**src/rtl/uart_tx_fifo_if.sv**
```systemverilog
// Producer-side bus of uart_tx_fifo: write port, FIFO status and the serial line.
interface uart_tx_fifo_if #(
  parameter int unsigned DATA_BITS  = 8,
  parameter int unsigned FIFO_DEPTH = 16
);
  localparam int unsigned CNT_W = $clog2(FIFO_DEPTH + 1);

  logic [DATA_BITS-1:0] data;
  logic                 wr_en;
  logic                 full;
  logic [CNT_W-1:0]     fifo_count;
  logic                 overflow;
  logic                 tx;
  logic                 busy;

  modport master (
    output data, wr_en,
    input  full, fifo_count, overflow, tx, busy
  );

  modport slave (
    input  data, wr_en,
    output full, fifo_count, overflow, tx, busy
  );
endinterface

```
**src/rtl/uart_tx_fifo.sv**
```systemverilog
// UART transmitter fed by a circular FIFO; frames are start, DATA_BITS LSB-first,
// optional parity and one or two stop bits, sent back-to-back while words are queued.
module uart_tx_fifo #(
  parameter int unsigned CLK_FREQ   = 50000000,
  parameter int unsigned BAUD_RATE  = 9600,
  parameter int unsigned BAUD_TICK  = CLK_FREQ / BAUD_RATE,
  parameter int unsigned DATA_BITS  = 8,
  parameter int unsigned PARITY     = 0,
  parameter int unsigned STOP_BITS  = 1,
  parameter int unsigned FIFO_DEPTH = 16
) (
  input  logic           clk,
  input  logic           rst_n,
  uart_tx_fifo_if.slave  bus
);

  localparam int unsigned CNT_W  = $clog2(FIFO_DEPTH + 1);
  localparam int unsigned PTR_W  = $clog2(FIFO_DEPTH);
  localparam int unsigned BIT_W  = $clog2(DATA_BITS);
  localparam int unsigned TICK_W = 16;
  localparam logic [TICK_W-1:0] TICK_LAST = TICK_W'(BAUD_TICK - 1);

  if (CLK_FREQ == 0 || BAUD_RATE == 0 || BAUD_TICK < 2 || BAUD_TICK > 65535 ||
      DATA_BITS < 5 || DATA_BITS > 9 || PARITY > 2 ||
      STOP_BITS < 1 || STOP_BITS > 2 ||
      FIFO_DEPTH < 2 || (FIFO_DEPTH & (FIFO_DEPTH - 1)) != 0) begin : g_bad_param
    $error("uart_tx_fifo: illegal parameter combination");
  end

  typedef enum logic [2:0] {
    S_IDLE,
    S_START,
    S_DATA,
    S_PARITY,
    S_STOP
  } state_e;

  logic [DATA_BITS-1:0] mem [FIFO_DEPTH];

  state_e               state_q,    state_d;
  logic [DATA_BITS-1:0] word_q,     word_d;
  logic [TICK_W-1:0]    tick_q,     tick_d;
  logic [BIT_W-1:0]     bit_idx_q,  bit_idx_d;
  logic [PTR_W-1:0]     rd_ptr_q,   rd_ptr_d;
  logic [PTR_W-1:0]     wr_ptr_q,   wr_ptr_d;
  logic [CNT_W-1:0]     count_q,    count_d;
  logic                 full_q,     full_d;
  logic                 overflow_q, overflow_d;
  logic                 tx_q,       tx_d;
  logic                 busy_q,     busy_d;

  logic push_c;
  logic pop_c;
  logic bit_end_c;
  logic parity_bit_c;

  // Next-state logic for the FIFO bookkeeping and the frame sequencer.
  always_comb begin
    state_d      = state_q;
    word_d       = word_q;
    bit_idx_d    = bit_idx_q;
    rd_ptr_d     = rd_ptr_q;
    wr_ptr_d     = wr_ptr_q;
    count_d      = count_q;
    tx_d         = tx_q;
    busy_d       = busy_q;
    pop_c        = 1'b0;

    // full is the registered flag, so a same-cycle pop never rescues a write.
    push_c       = bus.wr_en && !full_q;
    overflow_d   = bus.wr_en && full_q;
    bit_end_c    = (tick_q == TICK_LAST);
    tick_d       = bit_end_c ? '0 : tick_q + TICK_W'(1);
    parity_bit_c = (PARITY == 1) ? ~^word_q : ^word_q;

    case (state_q)
      S_IDLE: begin
        tick_d    = '0;
        bit_idx_d = '0;
        if (count_q != '0) begin
          pop_c = 1'b1;
        end
      end
      S_START: begin
        if (bit_end_c) begin
          state_d   = S_DATA;
          bit_idx_d = '0;
          tx_d      = word_q[0];
        end
      end
      S_DATA: begin
        if (bit_end_c) begin
          if (bit_idx_q == BIT_W'(DATA_BITS - 1)) begin
            bit_idx_d = '0;
            if (PARITY != 0) begin
              state_d = S_PARITY;
              tx_d    = parity_bit_c;
            end else begin
              state_d = S_STOP;
              tx_d    = 1'b1;
            end
          end else begin
            bit_idx_d = bit_idx_q + BIT_W'(1);
            tx_d      = word_q[bit_idx_d];
          end
        end
      end
      S_PARITY: begin
        if (bit_end_c) begin
          state_d   = S_STOP;
          bit_idx_d = '0;
          tx_d      = 1'b1;
        end
      end
      S_STOP: begin
        if (bit_end_c) begin
          if (bit_idx_q == BIT_W'(STOP_BITS - 1)) begin
            bit_idx_d = '0;
            if (count_q != '0) begin
              pop_c = 1'b1;
            end else begin
              state_d = S_IDLE;
              busy_d  = 1'b0;
            end
          end else begin
            bit_idx_d = bit_idx_q + BIT_W'(1);
          end
        end
      end
      default: begin
        state_d = S_IDLE;
        tx_d    = 1'b1;
        busy_d  = 1'b0;
      end
    endcase

    // Loading a word always opens a fresh frame with the start bit.
    if (pop_c) begin
      word_d    = mem[rd_ptr_q];
      rd_ptr_d  = rd_ptr_q + PTR_W'(1);
      state_d   = S_START;
      tx_d      = 1'b0;
      busy_d    = 1'b1;
      tick_d    = '0;
      bit_idx_d = '0;
    end

    if (push_c) begin
      wr_ptr_d = wr_ptr_q + PTR_W'(1);
    end

    case ({push_c, pop_c})
      2'b10:   count_d = count_q + CNT_W'(1);
      2'b01:   count_d = count_q - CNT_W'(1);
      default: count_d = count_q;
    endcase

    full_d = (count_d == CNT_W'(FIFO_DEPTH));
  end

  always_ff @(posedge clk or negedge rst_n) begin
    if (!rst_n) begin
      state_q    <= S_IDLE;
      word_q     <= '0;
      tick_q     <= '0;
      bit_idx_q  <= '0;
      rd_ptr_q   <= '0;
      wr_ptr_q   <= '0;
      count_q    <= '0;
      full_q     <= 1'b0;
      overflow_q <= 1'b0;
      tx_q       <= 1'b1;
      busy_q     <= 1'b0;
    end else begin
      state_q    <= state_d;
      word_q     <= word_d;
      tick_q     <= tick_d;
      bit_idx_q  <= bit_idx_d;
      rd_ptr_q   <= rd_ptr_d;
      wr_ptr_q   <= wr_ptr_d;
      count_q    <= count_d;
      full_q     <= full_d;
      overflow_q <= overflow_d;
      tx_q       <= tx_d;
      busy_q     <= busy_d;
    end
  end

  // Storage array carries no reset; validity is tracked by the pointers and count.
  always_ff @(posedge clk) begin
    if (push_c) begin
      mem[wr_ptr_q] <= bus.data;
    end
  end

  assign bus.tx         = tx_q;
  assign bus.busy       = busy_q;
  assign bus.full       = full_q;
  assign bus.fifo_count = count_q;
  assign bus.overflow   = overflow_q;

endmodule
```
**src/flat_wrapper.sv**
```systemverilog
// flat-port wrapper written by rule: the top's interface ports become plain ports
module uart_tx_fifo_flat 
#(
  parameter int unsigned CLK_FREQ   = 50000000,
  parameter int unsigned BAUD_RATE  = 9600,
  parameter int unsigned BAUD_TICK  = CLK_FREQ / BAUD_RATE,
  parameter int unsigned DATA_BITS  = 8,
  parameter int unsigned PARITY     = 0,
  parameter int unsigned STOP_BITS  = 1,
  parameter int unsigned FIFO_DEPTH = 16
)
  (clk, rst_n, bus_data, bus_wr_en, bus_full, bus_fifo_count, bus_overflow, bus_tx, bus_busy);
  uart_tx_fifo_if #(.DATA_BITS(DATA_BITS), .FIFO_DEPTH(FIFO_DEPTH)) bus_i ();
  input  logic clk;
  input  logic rst_n;
  input wire logic [$bits(bus_i.data)-1:0] bus_data;
  input wire logic [$bits(bus_i.wr_en)-1:0] bus_wr_en;
  output wire logic [$bits(bus_i.full)-1:0] bus_full;
  output wire logic [$bits(bus_i.fifo_count)-1:0] bus_fifo_count;
  output wire logic [$bits(bus_i.overflow)-1:0] bus_overflow;
  output wire logic [$bits(bus_i.tx)-1:0] bus_tx;
  output wire logic [$bits(bus_i.busy)-1:0] bus_busy;
  assign bus_i.data = bus_data;
  assign bus_i.wr_en = bus_wr_en;
  assign bus_full = bus_i.full;
  assign bus_fifo_count = bus_i.fifo_count;
  assign bus_overflow = bus_i.overflow;
  assign bus_tx = bus_i.tx;
  assign bus_busy = bus_i.busy;
  uart_tx_fifo #(.CLK_FREQ(CLK_FREQ), .BAUD_RATE(BAUD_RATE), .BAUD_TICK(BAUD_TICK), .DATA_BITS(DATA_BITS), .PARITY(PARITY), .STOP_BITS(STOP_BITS), .FIFO_DEPTH(FIFO_DEPTH)) u_core (.clk(clk), .rst_n(rst_n), .bus(bus_i));
endmodule
```
**config.mk**
```make
export PLATFORM = sky130hd
export DESIGN_NAME = uart_tx_fifo_flat
export DESIGN_NICKNAME = d
export VERILOG_FILES = /design/src/rtl/uart_tx_fifo_if.sv /design/src/rtl/uart_tx_fifo.sv /design/src/flat_wrapper.sv
export SDC_FILE = /design/constraint.sdc
export NUM_CORES = 1
export LEC_CHECK = 0
export ABC_AREA = 1
export BUFFER_PORTS_ARGS = -buffer_cell sky130_fd_sc_hd__buf_2
export CAP_MARGIN = 20
export CORE_MARGIN = 1.5
export CORE_UTILIZATION = 54
export CTS_CLUSTER_SIZE = 20
export DETAILED_ROUTE_END_ITERATION = 8
export MAX_ROUTING_LAYER = met4
export PLACE_DENSITY = 0.73
export SETUP_SLACK_MARGIN = 0.2
export SLEW_MARGIN = 20
export SYNTH_ARGS = -nofsm -noshare
export SYNTH_HDL_FRONTEND = slang
export SYNTH_SLANG_ARGS = --single-unit
export TNS_END_PERCENT = 20
```
**constraint.sdc**
```tcl
create_clock -name clk -period 2.5 [get_ports clk]
set_input_delay 0.375 -clock clk [delete_from_list [all_inputs] [get_ports clk]]
set_output_delay 0.375 -clock clk [all_outputs]
set_load 0.02 [all_outputs]
```
Yosys cells after proc, flatten, opt, wreduce, memory -nomap -nowiden
Memories as Yosys holds them, arrays and structs flattened. A register that Yosys moved wholly into a read port is not among the register bits.
Cells that the tools add are included.
{ "word_totals": {"reg_bits": 39, "mem_bits_rw": 128, "wordCells": 92, "mem_count": 1} }
{ "classes": {"add_sub_neg": 6, "magnitude_cmp": 1, "n_eq_ne": 20, "muxes": 39, "n_reduce_logical": 15} }
{ "mem_list": {"columns": ["memory", "depth", "width", "read_ports", "rd_clocked_by_memory_dff", "write_ports", "line", "text"], "rows": [
  ["u_core.mem", 16, 8, 1, 1, 1, "uart_tx_fifo.sv:38", "logic [DATA_BITS-1:0] mem [FIFO_DEPTH];"]
]} }
{ "op_table": {"columns": ["op", "n"], "rows": [
  ["16-bit two-way mux", 3],
  ["3-bit two-way mux", 14],
  ["3-bit by 1-bit inequality test with 1-bit output (second input constant)", 7],
  ["16-bit by 1-bit adder with 16-bit output (second input constant)", 1],
  ["16-bit by 13-bit == test with 1-bit output (second input constant)", 1],
  ["1-bit two-way mux", 15],
  ["3-bit case mux with 5 select lines", 1],
  ["3-bit case mux with 4 select lines", 1],
  ["4-bit AND reduction", 3],
  ["5-bit case mux with 2 select lines", 1],
  ["5-bit nonzero test", 2],
  ["4-bit by 1-bit adder with 4-bit output (second input constant)", 2],
  ["8-bit AND reduction", 1],
  ["3-bit by 2-bit == test with 1-bit output (second input constant)", 2],
  ["3-bit == test (second input constant)", 2],
  ["3-bit zero test", 2],
  ["2-bit by 1-bit inequality test with 1-bit output (second input constant)", 3],
  ["5-bit by 1-bit adder with 5-bit output (second input constant)", 1],
  ["5-bit == test (second input constant)", 1],
  ["5-bit by 1-bit subtractor with 5-bit output (second input constant)", 1],
  ["3-bit by 4-bit < comparator with 1-bit output (second input constant)", 1],
  ["1-bit case mux with 2 select lines", 2],
  ["1-bit case mux with 4 select lines", 1],
  ["2-bit OR reduction", 2],
  ["other kinds (9)", 11]
]} }

Depth between registers and ports, before layout
Gate-level depths: netlist of the first run.
{ "logic_depth": {"depth_word": 8, "mapped_depth": 23, "ltp_nobuf": 22} }

Worst setup path before layout of the first run
OpenSTA, ideal clock, no wires.
{ "synth_path": {"kind": "register to register", "startpoint": "register u_core.bit_idx_q[0]", "endpoint": "register u_core.full_q (netlist: u_core.bus.full)", "setup_time_ns": 0.071, "t_arrival_ns": 2.582, "slack_ns": -0.153, "stages_incl_launch_ff": 17, "n_path_buf": 1, "cell_sequence": "dfrtp_1 > inv_1 > ha_1 > inv_1 > o21ai_0 > nand3_4 > clkinv_4 > buf_8 > ha_1 > xor2_1 > ha_1 > nand2_1 > nand2_1 > or2_1 > nor2_1 > nand3_1 > nor2_1"} }
{ "synth_via": {"elab_chain_len": 7, "word_cells_on_any_way": 8} }
{ "synth_rtl": {"columns": ["item", "line", "text"], "rows": [
  ["start, declared", "uart_tx_fifo.sv:43", "logic [BIT_W-1:0] bit_idx_q, bit_idx_d;"],
  ["start signal, assigned", "uart_tx_fifo.sv:178", "bit_idx_q <= bit_idx_d;"],
  ["3-bit zero test *", "uart_tx_fifo.sv:117", "if (bit_idx_q == BIT_W'(STOP_BITS - 1)) begin"],
  ["1-bit two-way mux *", "uart_tx_fifo.sv:117", null],
  ["1-bit two-way mux *", "uart_tx_fifo.sv:116", "if (bit_end_c) begin"],
  ["1-bit case mux with 2 select lines *", "uart_tx_fifo.sv:76", "case (state_q)"],
  ["2-bit by 1-bit == test with 1-bit output / 2-bit == test (equally long branches)", "uart_tx_fifo.sv:152", "case ({push_c, pop_c})"],
  ["5-bit case mux with 2 select lines *", "uart_tx_fifo.sv:152", null],
  ["via u_core.count_d[1]", "uart_tx_fifo.sv:46", "logic [CNT_W-1:0] count_q, count_d;"],
  ["5-bit == test *", "uart_tx_fifo.sv:158", "full_d = (count_d == CNT_W'(FIFO_DEPTH));"],
  ["via u_core.full_d", "uart_tx_fifo.sv:47", "logic full_q, full_d;"],
  ["end signal, assigned", "uart_tx_fifo.sv:182", "full_q <= full_d;"],
  ["end, declared", "uart_tx_fifo.sv:47", null]
]} }
The timed path passes the listed nets; every way through them passes the cells marked *.
A chain may end at the register's enable or synchronous reset.

Final worst setup path of the first run
{ "layout_path": {"startpoint": "register u_core.tick_q[0]", "endpoint": "register u_core.full_q (netlist: u_core.bus.full)"} }
{ "layout_via": {"elab_chain_len": 6, "word_cells_on_any_way": 7} }
{ "layout_rtl": {"columns": ["item", "line", "text"], "rows": [
  ["start, declared", "uart_tx_fifo.sv:42", "logic [TICK_W-1:0] tick_q, tick_d;"],
  ["start signal, assigned", "uart_tx_fifo.sv:177", "tick_q <= tick_d;"],
  ["16-bit by 13-bit == test with 1-bit output *", "uart_tx_fifo.sv:72", "bit_end_c = (tick_q == TICK_LAST);"],
  ["1-bit two-way mux *", "uart_tx_fifo.sv:116", null],
  ["1-bit case mux with 2 select lines *", "uart_tx_fifo.sv:76", null],
  ["2-bit by 1-bit == test with 1-bit output / 2-bit == test (equally long branches)", "uart_tx_fifo.sv:152", null],
  ["5-bit case mux with 2 select lines *", "uart_tx_fifo.sv:152", null],
  ["via u_core.count_d[1]", "uart_tx_fifo.sv:46", null],
  ["5-bit == test *", "uart_tx_fifo.sv:158", null],
  ["via u_core.full_d", "uart_tx_fifo.sv:47", null]
]} }
Marks and branches as above.

==> metrics.txt, run 1 <==
# TYPE chip_impl_metric gauge
chip_impl_metric{name="start_util",unit="%"} 55.76
chip_impl_info{name="cp-endpoint",value="u_core.bus.full"} 1
chip_impl_metric{name="fill_cells",unit=""} 1060
chip_impl_metric{name="placement.io_buffers",unit=""} 19
chip_impl_metric{name="skew",unit="ns"} 0.01121
chip_impl_metric{name="drtIter0Drc",unit=""} 557
chip_impl_metric{name="grt_overflow_total",unit=""} 0
chip_impl_metric{name="die_x",unit="um"} 123.4
chip_impl_metric{name="leak",unit="uW"} 0.003428
chip_impl_metric{name="ff2ff_path_depth",unit=""} 18
chip_impl_metric{name="route.detailed.wl_per_inst",unit="um"} 16.64
chip_impl_metric{name="worst_setup_hold_path_clk_slew",unit="ns"} 0.07
chip_impl_metric{name="route.vias.total",unit=""} 5428
chip_impl_metric{name="p_sw",unit="uW"} 3961
chip_impl_metric{name="yosys_register_bits",unit=""} 175
chip_impl_info{name="worst_r2r_startpoint",value="u_core.tick_q[0]"} 1
chip_impl_metric{name="fin_crit",unit="ns"} 2.322
chip_impl_metric{name="min_period_over_period",unit="%"} 92.89
chip_impl_metric{name="setup_viol_count_final",unit=""} 0
chip_impl_metric{name="report.final.hold_viol_count",unit=""} 0
chip_impl_metric{name="internal_power",unit="uW"} 6229
chip_impl_metric{name="multi_input_area",unit="sq um"} 2482
chip_impl_metric{name="fmax",unit="MHz"} 430.6
chip_impl_metric{name="hpwl",unit="um"} 10560
chip_impl_metric{name="swShare",unit="%"} 38.87
chip_impl_metric{name="top_level_ports",unit=""} 20
chip_impl_info{name="timing.hold.worst.class",value="in -> async"} 1
chip_impl_metric{name="grt_pass1_wl",unit="um"} 26120
chip_impl_metric{name="power.clock.fraction",unit="%"} 24.2
chip_impl_metric{name="cp_max_fo",unit=""} 3
chip_impl_metric{name="cts_max_path_buffers",unit=""} 2
chip_impl_metric{name="cpPeakStageDelay",unit="ns"} 0.40
chip_impl_metric{name="power.density_cell_area",unit="nW/um^2"} 1152
chip_impl_metric{name="yosys_warnings",unit=""} 0
chip_impl_metric{name="syn-instance-count",unit=""} 742
chip_impl_metric{name="max-cap-violations",unit=""} 0
chip_impl_metric{name="area_growth_syn_to_layout",unit="%"} 12.94
chip_impl_metric{name="dieArea",unit="sq um"} 15230
chip_impl_info{name="cp_slowest_cell",value="sky130_fd_sc_hd__dfrtp_1"} 1
chip_impl_metric{name="combinationalPowerShare",unit="%"} 37.3
chip_impl_metric{name="sequential_cell_area",unit="sq um"} 5025
chip_impl_metric{name="placeable_core_area",unit="sq um"} 14040
chip_impl_metric{name="worst_ep_arrival_time",unit="ns"} 2.67
chip_impl_metric{name="post_synth_instance_area",unit="sq um"} 7830
chip_impl_info{name="synth_largest_area_cell",value="sky130_fd_sc_hd__edfxtp_1"} 1
chip_impl_metric{name="post-place-cells",unit=""} 936
chip_impl_metric{name="clk-insertion-delay-late",unit="ns"} 0.42
chip_impl_metric{name="worst-endpoint-required",unit="ns"} 2.85
chip_impl_info{name="unrepaired_setup_endpoints_after_global_routing",value="true"} 1
chip_impl_metric{name="gp_routability_congestion",unit=""} 0.8853
chip_impl_info{name="timing.critical_path.to_type",value="register"} 1
chip_impl_metric{name="cts_sinks",unit=""} 175
chip_impl_metric{name="route.final.wire_length",unit="um"} 16220
chip_impl_info{name="beginning_of_the_critical_path",value="u_core.tick_q[0]"} 1
chip_impl_metric{name="grt_usage",unit="%"} 23.56
chip_impl_info{name="root_driver",value="sky130_fd_sc_hd__clkbuf_16"} 1
chip_impl_metric{name="fin_worst_hold_slack",unit="ns"} 0.05098
chip_impl_metric{name="first_pass_iters",unit=""} 5
chip_impl_metric{name="yosysUniqueCellTypes",unit=""} 37
chip_impl_metric{name="die_h",unit="um"} 123.4
chip_impl_info{name="critPathLaunchType",value="register"} 1
chip_impl_metric{name="yosys.area.top_type_share",unit="%"} 49.09
chip_impl_info{name="setup.worst_path.class",value="reg -> reg"} 1
chip_impl_metric{name="fin_cells",unit=""} 975
chip_impl_info{name="synth.top_cells.by_area",value="sky130_fd_sc_hd__edfxtp_1 49%, sky130_fd_sc_hd__dfrtp_1 15%, sky130_fd_sc_hd__nor2_1 7.1%, sky130_fd_sc_hd__nand2_1 5.8%, sky130_fd_sc_hd__o21ai_0 3.5%"} 1
chip_impl_metric{name="drtAntennaViolNets",unit=""} 0
chip_impl_metric{name="syn_avg_cell_area",unit="sq um"} 10.55
chip_impl_metric{name="maxSlewViolCount",unit=""} 0
chip_impl_metric{name="placementRows",unit=""} 43
chip_impl_info{name="cts_tree",value="built"} 1
chip_impl_metric{name="worst_slew_pin_slew",unit="ns"} 0.8384
chip_impl_metric{name="syn_nets",unit=""} 765
chip_impl_info{name="worstReg2RegEnd",value="u_core.bus.full"} 1
chip_impl_info{name="outcome",value="complete, no violations"} 1
chip_impl_metric{name="fin_setup_tns",unit="ns"} 0
chip_impl_info{name="cp_cell_sequence",value="ha_4 -> nand2_2 -> inv_2 -> nand2_2 -> nor2_2 -> nand2_1 -> nand2_2 -> nand3_4 -> clkinv_4 -> ha_4 -> xor2_4 -> ha_4 -> nand2_1 -> nand2_1 -> or2_1 -> nor2_1 -> nand3_1 -> nor2_1"} 1
chip_impl_metric{name="drc_errors",unit=""} 0
chip_impl_metric{name="ys_seq_area_share",unit="%"} 64.13
chip_impl_metric{name="part_of_the_power_in_registers",unit="%"} 38.5
chip_impl_metric{name="r2r_setup_slack",unit="ns"} 0.18
chip_impl_metric{name="finish.net_count",unit=""} 805
chip_impl_metric{name="layout-drive-gt1-share",unit="%"} 14.09
chip_impl_metric{name="route.detailed.vias_per_inst",unit=""} 5.567
chip_impl_metric{name="slew-limit-headroom",unit="%"} 44.11
chip_impl_metric{name="grt_max_degree",unit=""} 68
chip_impl_metric{name="tritoncts.num_buffers",unit=""} 17
chip_impl_metric{name="report.power.total",unit="uW"} 10190
chip_impl_metric{name="ir_drop",unit="V"} 0.0006718
chip_impl_metric{name="diodes_inserted",unit=""} 0
chip_impl_metric{name="first_global_vias",unit=""} 5241
chip_impl_metric{name="postCtsHoldBufs",unit=""} 0
chip_impl_metric{name="antenna_found_initial",unit=""} 0
chip_impl_metric{name="h-tree-depth",unit=""} 4
==> how the worst min path moves through the flow <==
stage,start,end,slack (ns),cells past startpoint
after floorplan,rst_n,u_core.bit_idx_q[0],0.08,0
after global placement,u_core.tick_q[0],u_core.tick_q[0],0.45,1
after detailed placement,u_core.tick_q[0],u_core.tick_q[0],0.45,1
after CTS,rst_n,u_core.tick_q[6],0.08,1
after global routing,rst_n,u_core.tick_q[12],0.11,1
final,rst_n,u_core.tick_q[12],0.05,1
==> layout by cell type (no fill, tap or decap), types with 3 or more instances in the layout <==
master | netlist | final
sky130_fd_sc_hd__nor2_1 | 148 | 147
sky130_fd_sc_hd__edfxtp_1 | 128 | 128
sky130_fd_sc_hd__nand2_1 | 120 | 116
sky130_fd_sc_hd__o21ai_0 | 54 | 53
sky130_fd_sc_hd__dfrtp_1 | 46 | 43
sky130_fd_sc_hd__inv_1 | 43 | 41
sky130_fd_sc_hd__nand3_1 | 39 | 38
sky130_fd_sc_hd__o211ai_1 | 32 | 32
sky130_fd_sc_hd__buf_4 | 3 | 30
sky130_fd_sc_hd__o21ai_1 | 23 | 23
sky130_fd_sc_hd__buf_2 | 12 | 19
sky130_fd_sc_hd__xor2_1 | 18 | 17
sky130_fd_sc_hd__clkbuf_16 | 0 | 17
sky130_fd_sc_hd__nor3_1 | 10 | 10
sky130_fd_sc_hd__ha_1 | 12 | 9
sky130_fd_sc_hd__nand4_1 | 7 | 7
sky130_fd_sc_hd__inv_2 | 4 | 6
sky130_fd_sc_hd__nand2_2 | 1 | 5
sky130_fd_sc_hd__nor2_2 | 4 | 5
sky130_fd_sc_hd__clkinv_1 | 2 | 5
sky130_fd_sc_hd__inv_6 | 0 | 5
sky130_fd_sc_hd__clkinv_4 | 1 | 4
sky130_fd_sc_hd__o21ai_2 | 2 | 3
sky130_fd_sc_hd__nor4_1 | 3 | 3
sky130_fd_sc_hd__a21oi_1 | 3 | 3
sky130_fd_sc_hd__ha_4 | 0 | 3
sky130_fd_sc_hd__dfrtp_2 | 0 | 3
==> final cells by class <==
| type | count | area share, % |
|---|---|---|
| sequential | 175 | 56.82 |
| multi-input combinational | 487 | 28.07 |
| clock buffer | 17 | 4.810 |
| timing repair buffer | 51 | 4.075 |
| tap | 180 | 2.547 |
| inverter | 50 | 2.179 |
| clock inverter | 15 | 1.500 |
==> kinds of logic after synthesis <==
logic type	share of synthesized area [%]
buffers and inverters	5.161
XOR/XNOR	2.125
flip-flops	64.13
AO/OA/AOI/OAI	8.661
adder cells (fa/ha/maj)	1.917
AND/OR/NAND/NOR	18.01
==> Yosys cell counts, drive strengths merged <==
cell type and number:
a31oi 1, xnor2 1, clkbuf 6, o22ai 1, dfstp 1, inv 47, or2 1, edfxtp 128
a21oi 3, dfrtp 46, nor3 12, nand3 40, ha 12, clkinv 3, nand3b 2, nor4 3
nor2 152, nand4 7, and3 1, o211ai 32, o21ai 79, a21boi 1, nand2 121, buf 24
xor2 18
==> metal layers <==
metal,part of all wire (%),global-route usage (%),up-vias,wire length (um)
met4,0.97,7.543,0,158
met3,4.6,4.382,14,750
met2,50,37.67,150,8152
li1,-,-,2631,-
met5,0,-,-,0
met1,44,30.82,2633,7163
==> power by group through the flow <==
stage,sequential [uW],clock [uW],combinational [uW]
4_1_cts,3910,2500,3760
2_1_floorplan,3950,0,2700
5_1_grt,3970,2600,4260
6_report,3920,2460,3800
3_5_place_dp,3950,0,3600
3_3_place_gp,3930,0,3500
==> worst max-delay path, delay by kind of cell, from the launching register on <==
kind	cells	cell delay [ns]
simple gates	12	1.00
fa+ha+maj	3	0.52
flops	1	0.40
buf+inv	2	0.13
xor+xnor	1	0.19
==> per-stage QoR <==
step | cell area [sq um] | utilization [%] | setup slack, ns
global placement | 8174 | 58.21 | 0.1862
floorplan | 7851 | - | 0.1297
global route | 8843 | 62.98 | 0.01377
finish | 8843 | 62.98 | 0.1778
detailed placement | 8174 | 58.21 | 0.09804
CTS | 8818 | 62.80 | 0.1926
==> state kept, by name (all words and copies together) (netlist names) <==
register and count:
u_core.wr_ptr_q 4, u_core.state_q 3, u_core.mem 128, u_core.word_q 8, u_core.bus.full 1, u_core.bus.tx 1, u_core.bus.busy 1, u_core.bit_idx_q 3
u_core.rd_ptr_q 4, u_core.bus.fifo_count 5, u_core.tick_q 16, u_core.bus.overflow 1
==> timing repair <==
action	in CTS	in global routing
endpoints found under the hold margin	0	0
setup endpoints to repair	2	3
setup buffers	6	1
cloned	0	0
gates resized for setup	7	6
pin swaps	4	4
(Power assumes the default switching activity.)
==> inputs of run 2 (changes only) <==
Settings changed: CELL_PAD_IN_SITES_DETAIL_PLACEMENT from default to 0, CELL_PAD_IN_SITES_GLOBAL_PLACEMENT from default to 1, CORE_UTILIZATION 54 to 45, PLACE_DENSITY 0.73 to default, PLACE_DENSITY_LB_ADDON from default to 0.1.
==> run 2 against run 1 <==
Net effect: via count down 1.7%; cell count up 5.8%; global-route usage down 2.4 points; sequential cell count unchanged; first-iteration DRC count down 35%; sequential share of layout area down 0.51 points; critical path depth unchanged; highest routed layer unchanged; register-to-register slack about the same; setup slack better by 0.0082 ns; worst hold slack better by 0.095 ns; design area up 0.88%; largest power group unchanged; clock skew down 0.0010 ns.
==> metrics.txt, run 2 (synthesis results as in run 1) <==
# TYPE chip_impl_metric gauge
chip_impl_info{name="outcome",value="complete, no violations"} 1
chip_impl_metric{name="tritoncts.num_buffers",unit=""} 17
chip_impl_metric{name="maxSlewViolCount",unit=""} 0
chip_impl_metric{name="fin_crit",unit="ns"} 2.314
chip_impl_metric{name="part_of_the_power_in_registers",unit="%"} 38.6
chip_impl_info{name="worst_r2r_startpoint",value="u_core.tick_q[0]"} 1
chip_impl_metric{name="route.detailed.wl_per_inst",unit="um"} 16.77
chip_impl_metric{name="postLayoutSetupSlackWorst",unit="ns"} 0.1860
chip_impl_info{name="hold-path-endpoint",value="u_core.bus.overflow"} 1
chip_impl_metric{name="drtIter0Drc",unit=""} 363
chip_impl_info{name="worstReg2RegEnd",value="u_core.bus.full"} 1
chip_impl_metric{name="cpPeakStageDelay",unit="ns"} 0.39
chip_impl_info{name="timing.critical_path.to_type",value="register"} 1
chip_impl_metric{name="report.final.hold_viol_count",unit=""} 0
chip_impl_metric{name="placement.io_buffers",unit=""} 19
chip_impl_metric{name="clk-insertion-delay-late",unit="ns"} 0.43
chip_impl_info{name="most_used_cells_in_the_layout_excluding_fill_and_tap_cells",value="148 x sky130_fd_sc_hd__nor2_1, 128 x sky130_fd_sc_hd__edfxtp_1, 117 x sky130_fd_sc_hd__nand2_1"} 1
chip_impl_metric{name="start_util",unit="%"} 45.59
chip_impl_metric{name="worst-endpoint-required",unit="ns"} 2.86
chip_impl_metric{name="finish.net_count",unit=""} 817
chip_impl_metric{name="placementRows",unit=""} 48
chip_impl_metric{name="slew-limit-headroom",unit="%"} 61.86
chip_impl_metric{name="fin_worst_hold_slack",unit="ns"} 0.1462
chip_impl_metric{name="swShare",unit="%"} 38.62
chip_impl_metric{name="h-tree-depth",unit=""} 4
chip_impl_info{name="timing.hold.worst.class",value="in -> reg"} 1
chip_impl_metric{name="drtAntennaViolNets",unit=""} 0
chip_impl_metric{name="combinationalPowerShare",unit="%"} 37.4
chip_impl_metric{name="grt_max_degree",unit=""} 45
chip_impl_info{name="cts_tree",value="built"} 1
chip_impl_metric{name="cp_max_fo",unit=""} 3
chip_impl_metric{name="internal_power",unit="uW"} 6210
chip_impl_metric{name="p_sw",unit="uW"} 3908
chip_impl_metric{name="fmax",unit="MHz"} 432.2
chip_impl_metric{name="wl_met2",unit="um"} 8678
chip_impl_metric{name="fin_setup_tns",unit="ns"} 0
chip_impl_metric{name="placeable_core_area",unit="sq um"} 17180
chip_impl_metric{name="route.vias.total",unit=""} 5336
chip_impl_metric{name="worst_ep_arrival_time",unit="ns"} 2.67
chip_impl_info{name="cp_cell_sequence",value="ha_2 -> nand2_1 -> inv_2 -> nand2_2 -> nor2_1 -> nand2_1 -> nand2_2 -> nand3_4 -> clkinv_4 -> ha_4 -> xor2_2 -> ha_1 -> nand2_1 -> nand2_1 -> or2_1 -> nor2_1 -> nand3_1 -> nor2_1"} 1
chip_impl_metric{name="r2r_setup_slack",unit="ns"} 0.19
chip_impl_metric{name="gp_routability_congestion",unit=""} 0.8424
chip_impl_metric{name="area_growth_syn_to_layout",unit="%"} 13.93
chip_impl_metric{name="grt_usage",unit="%"} 21.12
chip_impl_info{name="hp-start",value="bus_wr_en"} 1
chip_impl_metric{name="drc_errors",unit=""} 0
chip_impl_metric{name="dieArea",unit="sq um"} 18200
chip_impl_metric{name="dpl_worst_slack",unit="ns"} 0.06244
chip_impl_metric{name="worst_slew_pin_slew",unit="ns"} 0.5685
chip_impl_info{name="regs_by_ff_count",value="u_core.mem x128, u_core.tick_q x16, u_core.word_q x8"} 1
chip_impl_metric{name="first_global_vias",unit=""} 5410
chip_impl_info{name="critical_path_s_top_delay_family",value="simple AND/OR/NAND/NOR gates"} 1
chip_impl_metric{name="top_level_ports",unit=""} 20
chip_impl_metric{name="first_pass_iters",unit=""} 7
chip_impl_metric{name="cts_max_path_buffers",unit=""} 2
chip_impl_metric{name="layout-drive-gt1-share",unit="%"} 14.50
chip_impl_info{name="path_common_cell",value="sky130_fd_sc_hd__nand2_1"} 1
chip_impl_metric{name="diodes_inserted",unit=""} 0
chip_impl_info{name="max_flop_register",value="u_core.mem"} 1
chip_impl_info{name="critPathLaunchType",value="register"} 1
chip_impl_info{name="unrepaired_setup_endpoints_after_global_routing",value="true"} 1
chip_impl_metric{name="leak",unit="uW"} 0.003471
chip_impl_metric{name="holdPathStages",unit=""} 3
chip_impl_info{name="setup.worst_path.class",value="reg -> reg"} 1
chip_impl_metric{name="met1Wirelength",unit="um"} 7720
chip_impl_metric{name="grt_overflow_total",unit=""} 0
chip_impl_metric{name="route.final.wire_length",unit="um"} 17310
chip_impl_info{name="final_common_cell",value="sky130_fd_sc_hd__nor2_1"} 1
chip_impl_metric{name="worst_setup_hold_path_clk_slew",unit="ns"} 0.07
chip_impl_metric{name="max-cap-violations",unit=""} 0
chip_impl_metric{name="die_x",unit="um"} 134.9
chip_impl_metric{name="antenna_found_initial",unit=""} 0
chip_impl_metric{name="skew",unit="ns"} 0.01020
chip_impl_metric{name="largest_register_ff_count",unit=""} 128
chip_impl_metric{name="met3RoutedLength",unit="um"} 483
chip_impl_metric{name="die_h",unit="um"} 134.9
chip_impl_metric{name="fin_cells",unit=""} 1032
chip_impl_info{name="cp_slowest_cell",value="sky130_fd_sc_hd__dfrtp_1"} 1
chip_impl_metric{name="ff2ff_path_depth",unit=""} 18
chip_impl_metric{name="power.density_cell_area",unit="nW/um^2"} 1134
chip_impl_metric{name="ir_drop",unit="V"} 0.0005965
chip_impl_info{name="maxUsedRoutingLayer",value="met4"} 1
chip_impl_metric{name="report.power.total",unit="uW"} 10120
chip_impl_metric{name="post-place-cells",unit=""} 992
chip_impl_metric{name="route.detailed.vias_per_inst",unit=""} 5.171
chip_impl_info{name="root_driver",value="sky130_fd_sc_hd__clkbuf_16"} 1
chip_impl_metric{name="grt_pass1_wl",unit="um"} 28080
chip_impl_metric{name="cp.buffers_inverters",unit=""} 2
chip_impl_metric{name="hpwl",unit="um"} 11550
chip_impl_metric{name="cts_sinks",unit=""} 175
chip_impl_metric{name="fill_cells",unit=""} 1586
chip_impl_metric{name="min_period_over_period",unit="%"} 92.56
chip_impl_metric{name="power.clock.fraction",unit="%"} 24.0
chip_impl_metric{name="setup_viol_count_final",unit=""} 0
==> run 2: cell count changes in the layout (fill, tap and decap cells not counted), sizes merged <==
cell,delta
buf,+11
clkbuf,+3
inv,-1
clkinv,-4
clkinvlp,+2
dlygate4sd3,+1
==> run 2: area by class of cell <==
cell class / count / area [sq um] / share of cell area [%]
tap: 225 / 281.5 / 3.156
clock buffer: 20 / 436.7 / 4.895
sequential: 175 / 5024 / 56.31
multi-input combinational: 487 / 2442 / 27.38
clock inverter: 12 / 103.9 / 1.164
timing repair buffer: 63 / 440.4 / 4.937
inverter: 50 / 192.7 / 2.160
==> run 2: layer usage <==
layer  GRT usage [%]  vias to the layer above
li1                -                     2645
met1           25.52                     2580
met2           35.07                       86
met3           3.791                       25
met4           8.901                        0
met5               -                        -
==> run 2: worst max-delay path by stage <==
| stage | end | slack (ns) | cells past startpoint | startpoint |
|---|---|---|---|---|
| final | u_core.bus.full | 0.19 | 18 | u_core.tick_q[0] |
| after global routing | u_core.bus.full | 0.03 | 18 | u_core.tick_q[0] |
| after CTS | u_core.bus.full | 0.17 | 18 | u_core.tick_q[0] |
| after detailed placement | u_core.bus.full | 0.06 | 18 | u_core.tick_q[0] |
| after global placement | u_core.bus.full | 0.11 | 18 | u_core.tick_q[0] |
| after floorplan | u_core.bus.full | 0.13 | 19 | u_core.tick_q[0] |
==> run 2: timing repair <==
| action | in CTS | in global routing |
|---|---|---|
| pin swaps | 4 | 0 |
| gates resized for setup | 1 | 3 |
| endpoints found under the hold margin | 16 | 0 |
| hold buffers | 1 | 0 |
| buffers inserted | 5 | 2 |
| gates cloned | 0 | 0 |
| endpoints found under the setup margin | 2 | 3 |
==> run 2: power groups by stage <==
stage	registers (uW)	clock network [uW]	logic, uW
floorplan	3950	0	2700
global placement	3950	0	3680
detailed placement	3960	0	3710
CTS	3900	2480	3790
global route	3960	2590	4310
finish	3900	2430	3780
==> run 2: tightest hold or removal path: stages <==
cell and delay, ns:
sky130_fd_sc_hd__buf_2 0.09, sky130_fd_sc_hd__nand2_1 0.04, sky130_fd_sc_hd__inv_1 0.04
==> run 2: per-stage QoR <==
| step | utilization [%] | instance area, sq um |
|---|---|---|
| final | 51.94 | 8921 |
| after global routing | 51.94 | 8921 |
| after CTS | 51.80 | 8897 |
| after detailed placement | 48.33 | 8302 |
| after global placement | 48.33 | 8302 |
| after floorplan | - | 7851 |
==> inputs of run 3 (changes only) <==
Settings changed: CTS_CLUSTER_DIAMETER from default to 60, GPL_TIMING_DRIVEN from default to 0.
==> run 3 against run 2 <==
Net effect: the run now ends with hold timing left; setup slack worse by 0.10 ns; total power increased by 4.1%; sequential cell count stayed put; clock power about the same; critical path depth grew 2; via count increased by 0.99%; combinational power is 12% higher; worst hold slack got worse by 0.19 ns; sequential power about the same; count of clock-buffer cells in the layout is 3 lower; global-route usage rose by 0.51 points; highest routed layer unchanged.
==> metrics.txt, run 3 (synthesis results as in run 1) <==
# TYPE chip_impl_metric gauge
chip_impl_metric{name="gp_routability_congestion",unit=""} 0.8364
chip_impl_metric{name="fmax",unit="MHz"} 414.3
chip_impl_info{name="timing.critical_path.to_type",value="register"} 1
chip_impl_metric{name="hpwl",unit="um"} 12060
chip_impl_info{name="final_common_cell",value="sky130_fd_sc_hd__nor2_1"} 1
chip_impl_metric{name="swShare",unit="%"} 39.69
chip_impl_metric{name="max-cap-violations",unit=""} 0
chip_impl_metric{name="min_period_over_period",unit="%"} 96.55
chip_impl_info{name="most_used_cells_in_the_layout_excluding_fill_and_tap_cells",value="132 x sky130_fd_sc_hd__nor2_1, 128 x sky130_fd_sc_hd__edfxtp_1, 113 x sky130_fd_sc_hd__nand2_1"} 1
chip_impl_metric{name="grt_overflow_total",unit=""} 0
chip_impl_metric{name="part_of_the_power_in_registers",unit="%"} 36.9
chip_impl_metric{name="leak",unit="uW"} 0.003446
chip_impl_metric{name="ir_drop",unit="V"} 0.0006950
chip_impl_metric{name="p_sw",unit="uW"} 4181
chip_impl_metric{name="placedInstanceArea",unit="sq um"} 8228
chip_impl_metric{name="power.density_cell_area",unit="nW/um^2"} 1174
chip_impl_metric{name="worst_ep_arrival_time",unit="ns"} 2.77
chip_impl_metric{name="start_util",unit="%"} 45.59
chip_impl_metric{name="first_global_vias",unit=""} 5278
chip_impl_info{name="outcome",value="finished, violations left"} 1
chip_impl_metric{name="skew",unit="ns"} 0.008504
chip_impl_metric{name="report.power.total",unit="uW"} 10540
chip_impl_metric{name="fin_area",unit="sq um"} 8971
chip_impl_metric{name="postCtsHoldBufs",unit=""} 0
chip_impl_info{name="setup.worst_path.class",value="reg -> reg"} 1
chip_impl_info{name="critPathLaunchType",value="register"} 1
chip_impl_metric{name="worst_setup_hold_path_clk_slew",unit="ns"} 0.06
chip_impl_info{name="root_driver",value="sky130_fd_sc_hd__clkbuf_16"} 1
chip_impl_metric{name="first_pass_iters",unit=""} 4
chip_impl_metric{name="slew-limit-headroom",unit="%"} 52.36
chip_impl_info{name="beginning_of_the_critical_path",value="u_core.bit_idx_q[0]"} 1
chip_impl_metric{name="placementRows",unit=""} 48
chip_impl_info{name="max_flop_register",value="u_core.mem"} 1
chip_impl_metric{name="finish.net_count",unit=""} 815
chip_impl_metric{name="grt_pass1_wl",unit="um"} 28400
chip_impl_metric{name="diodes_inserted",unit=""} 0
chip_impl_metric{name="cpPeakStageDelay",unit="ns"} 0.46
chip_impl_metric{name="setup_viol_count_final",unit=""} 0
chip_impl_metric{name="route.vias.total",unit=""} 5389
chip_impl_metric{name="cts_max_path_buffers",unit=""} 2
chip_impl_metric{name="drc_errors",unit=""} 0
chip_impl_info{name="path_common_cell",value="sky130_fd_sc_hd__nand2_1"} 1
chip_impl_metric{name="fin_cells",unit=""} 1029
chip_impl_metric{name="post-place-cells",unit=""} 986
chip_impl_metric{name="drtAntennaViolNets",unit=""} 0
chip_impl_metric{name="area_growth_syn_to_layout",unit="%"} 14.57
chip_impl_metric{name="route.detailed.wl_per_inst",unit="um"} 17.39
chip_impl_metric{name="top_level_ports",unit=""} 20
chip_impl_metric{name="die_h",unit="um"} 134.9
chip_impl_metric{name="maxSlewViolCount",unit=""} 0
chip_impl_info{name="cp_slowest_cell",value="sky130_fd_sc_hd__dfrtp_2"} 1
chip_impl_metric{name="grt_max_degree",unit=""} 48
chip_impl_metric{name="cts_sinks",unit=""} 175
chip_impl_info{name="timing.hold.worst.class",value="in -> async"} 1
chip_impl_info{name="regs_by_ff_count",value="u_core.mem x128, u_core.tick_q x16, u_core.word_q x8"} 1
chip_impl_metric{name="grt_usage",unit="%"} 21.63
chip_impl_metric{name="internal_power",unit="uW"} 6354
chip_impl_metric{name="die_x",unit="um"} 134.9
chip_impl_metric{name="dieArea",unit="sq um"} 18200
chip_impl_metric{name="drtIter0Drc",unit=""} 411
chip_impl_metric{name="placement.io_buffers",unit=""} 19
chip_impl_metric{name="fin_crit",unit="ns"} 2.414
chip_impl_metric{name="power.clock.fraction",unit="%"} 23.1
chip_impl_info{name="worst_r2r_startpoint",value="u_core.bit_idx_q[0]"} 1
chip_impl_info{name="unrepaired_setup_endpoints_after_global_routing",value="true"} 1
chip_impl_metric{name="worst_slew_pin_slew",unit="ns"} 0.7120
chip_impl_metric{name="route.final.wire_length",unit="um"} 17900
chip_impl_metric{name="cp_max_fo",unit=""} 7
chip_impl_info{name="failing_checks",value="hold timing"} 1
chip_impl_metric{name="antenna_found_initial",unit=""} 0
chip_impl_metric{name="clk-insertion-delay-late",unit="ns"} 0.43
chip_impl_metric{name="layout-drive-gt1-share",unit="%"} 16.79
chip_impl_metric{name="largest_register_ff_count",unit=""} 128
chip_impl_metric{name="report.final.hold_viol_count",unit=""} 46
chip_impl_metric{name="placeable_core_area",unit="sq um"} 17180
chip_impl_info{name="cts_tree",value="built"} 1
chip_impl_metric{name="combinationalPowerShare",unit="%"} 40.0
chip_impl_info{name="cp_cell_sequence",value="inv_2 -> ha_1 -> inv_1 -> o21ai_2 -> nand3_4 -> clkinv_4 -> buf_8 -> ha_4 -> xor2_4 -> ha_4 -> inv_2 -> nand2_4 -> nand3_2 -> nand2_1 -> nand2_1 -> nand2_1 -> nand2_1 -> nand2_1 -> inv_1 -> nor2_1"} 1
chip_impl_metric{name="worst-endpoint-required",unit="ns"} 2.86
chip_impl_metric{name="tritoncts.num_buffers",unit=""} 17
chip_impl_metric{name="h-tree-depth",unit=""} 4
chip_impl_metric{name="route.detailed.vias_per_inst",unit=""} 5.237
chip_impl_metric{name="fin_worst_hold_slack",unit="ns"} -0.04734
run 3: cell count changes in the layout (fill, tap and decap cells not counted), moves of 2 or more:
cell,change
sky130_fd_sc_hd__nor2_1,-16
sky130_fd_sc_hd__inv_6,+3
sky130_fd_sc_hd__nand3_2,+2
sky130_fd_sc_hd__buf_2,+11
sky130_fd_sc_hd__nand3_1,-2
sky130_fd_sc_hd__nand2_4,+2
sky130_fd_sc_hd__nor2_2,+15
sky130_fd_sc_hd__clkinvlp_4,-2
sky130_fd_sc_hd__nand2_2,+2
sky130_fd_sc_hd__nand2_1,-4
sky130_fd_sc_hd__clkbuf_1,+2
sky130_fd_sc_hd__clkinv_1,+2
sky130_fd_sc_hd__buf_4,-26
sky130_fd_sc_hd__buf_6,+8
run 3: worst max-delay path: cells and delay by family, from the launching register on:
kind	cells	cell delay, ns
adder cells (fa/ha/maj)	3	0.45
AO/OA/AOI/OAI	1	0.16
flip-flops	1	0.46
AND/OR/NAND/NOR	9	0.66
XOR/XNOR	1	0.18
buffers and inverters	6	0.42
run 3: what timing repair did:
action,CTS,global route
resized for setup,2,33
buffers inserted,8,4
pin swaps,6,9
endpoints found under the setup margin,12,116
run 3: final timing paths:
path	endpoint	cells past startpoint	slack, ns
hold reg to reg	u_core.word_q[1]	2	0.49
min in group clk	u_core.bus.overflow	3	0.15
max in group asynchronous	u_core.bit_idx_q[0]	1	2.08
setup reg to reg	u_core.bus.full	20	0.09
setup / recovery	u_core.bus.full	20	0.09
hold / removal	u_core.tick_q[10]	1	-0.05
run 3: through the flow:
step                TNS (ns)  hold WS, ns  setup slack [ns]  utilization (%)
floorplan                  0      0.07941            0.1297                -
global placement     -0.1584       0.4483           -0.1373            47.90
detailed placement   -0.2152       0.4592           -0.1669            47.90
CTS                        0       0.1319           0.06026            51.41
global route         -0.1397     0.009104           -0.1397            52.23
finish                     0     -0.04734           0.08615            52.23
run 3: area by class of cell:
type	count	area, sq um
clock buffer	17	425.4
buffer	30	211.5
tap	225	281.5
inverter	50	192.7
timing repair buffer	31	187.7
fill	1585	8205
clock inverter	14	107.6
sequential	175	5024
multi-input combinational	487	2541
run 3: power by group through the flow:
stage / registers, uW / logic, uW / clock network [uW]
floorplan: 3950 / 2700 / 0
global placement: 3930 / 3860 / 0
detailed placement: 3930 / 3900 / 0
CTS: 3880 / 4020 / 2480
global route: 3950 / 4740 / 2590
finish: 3890 / 4220 / 2430
run 3: routing by layer:
layer,wire length (um),global-route usage (%)
met5,0,-
met4,437,8.423
met3,596,3.378
met2,8765,33.96
met1,8098,28.47
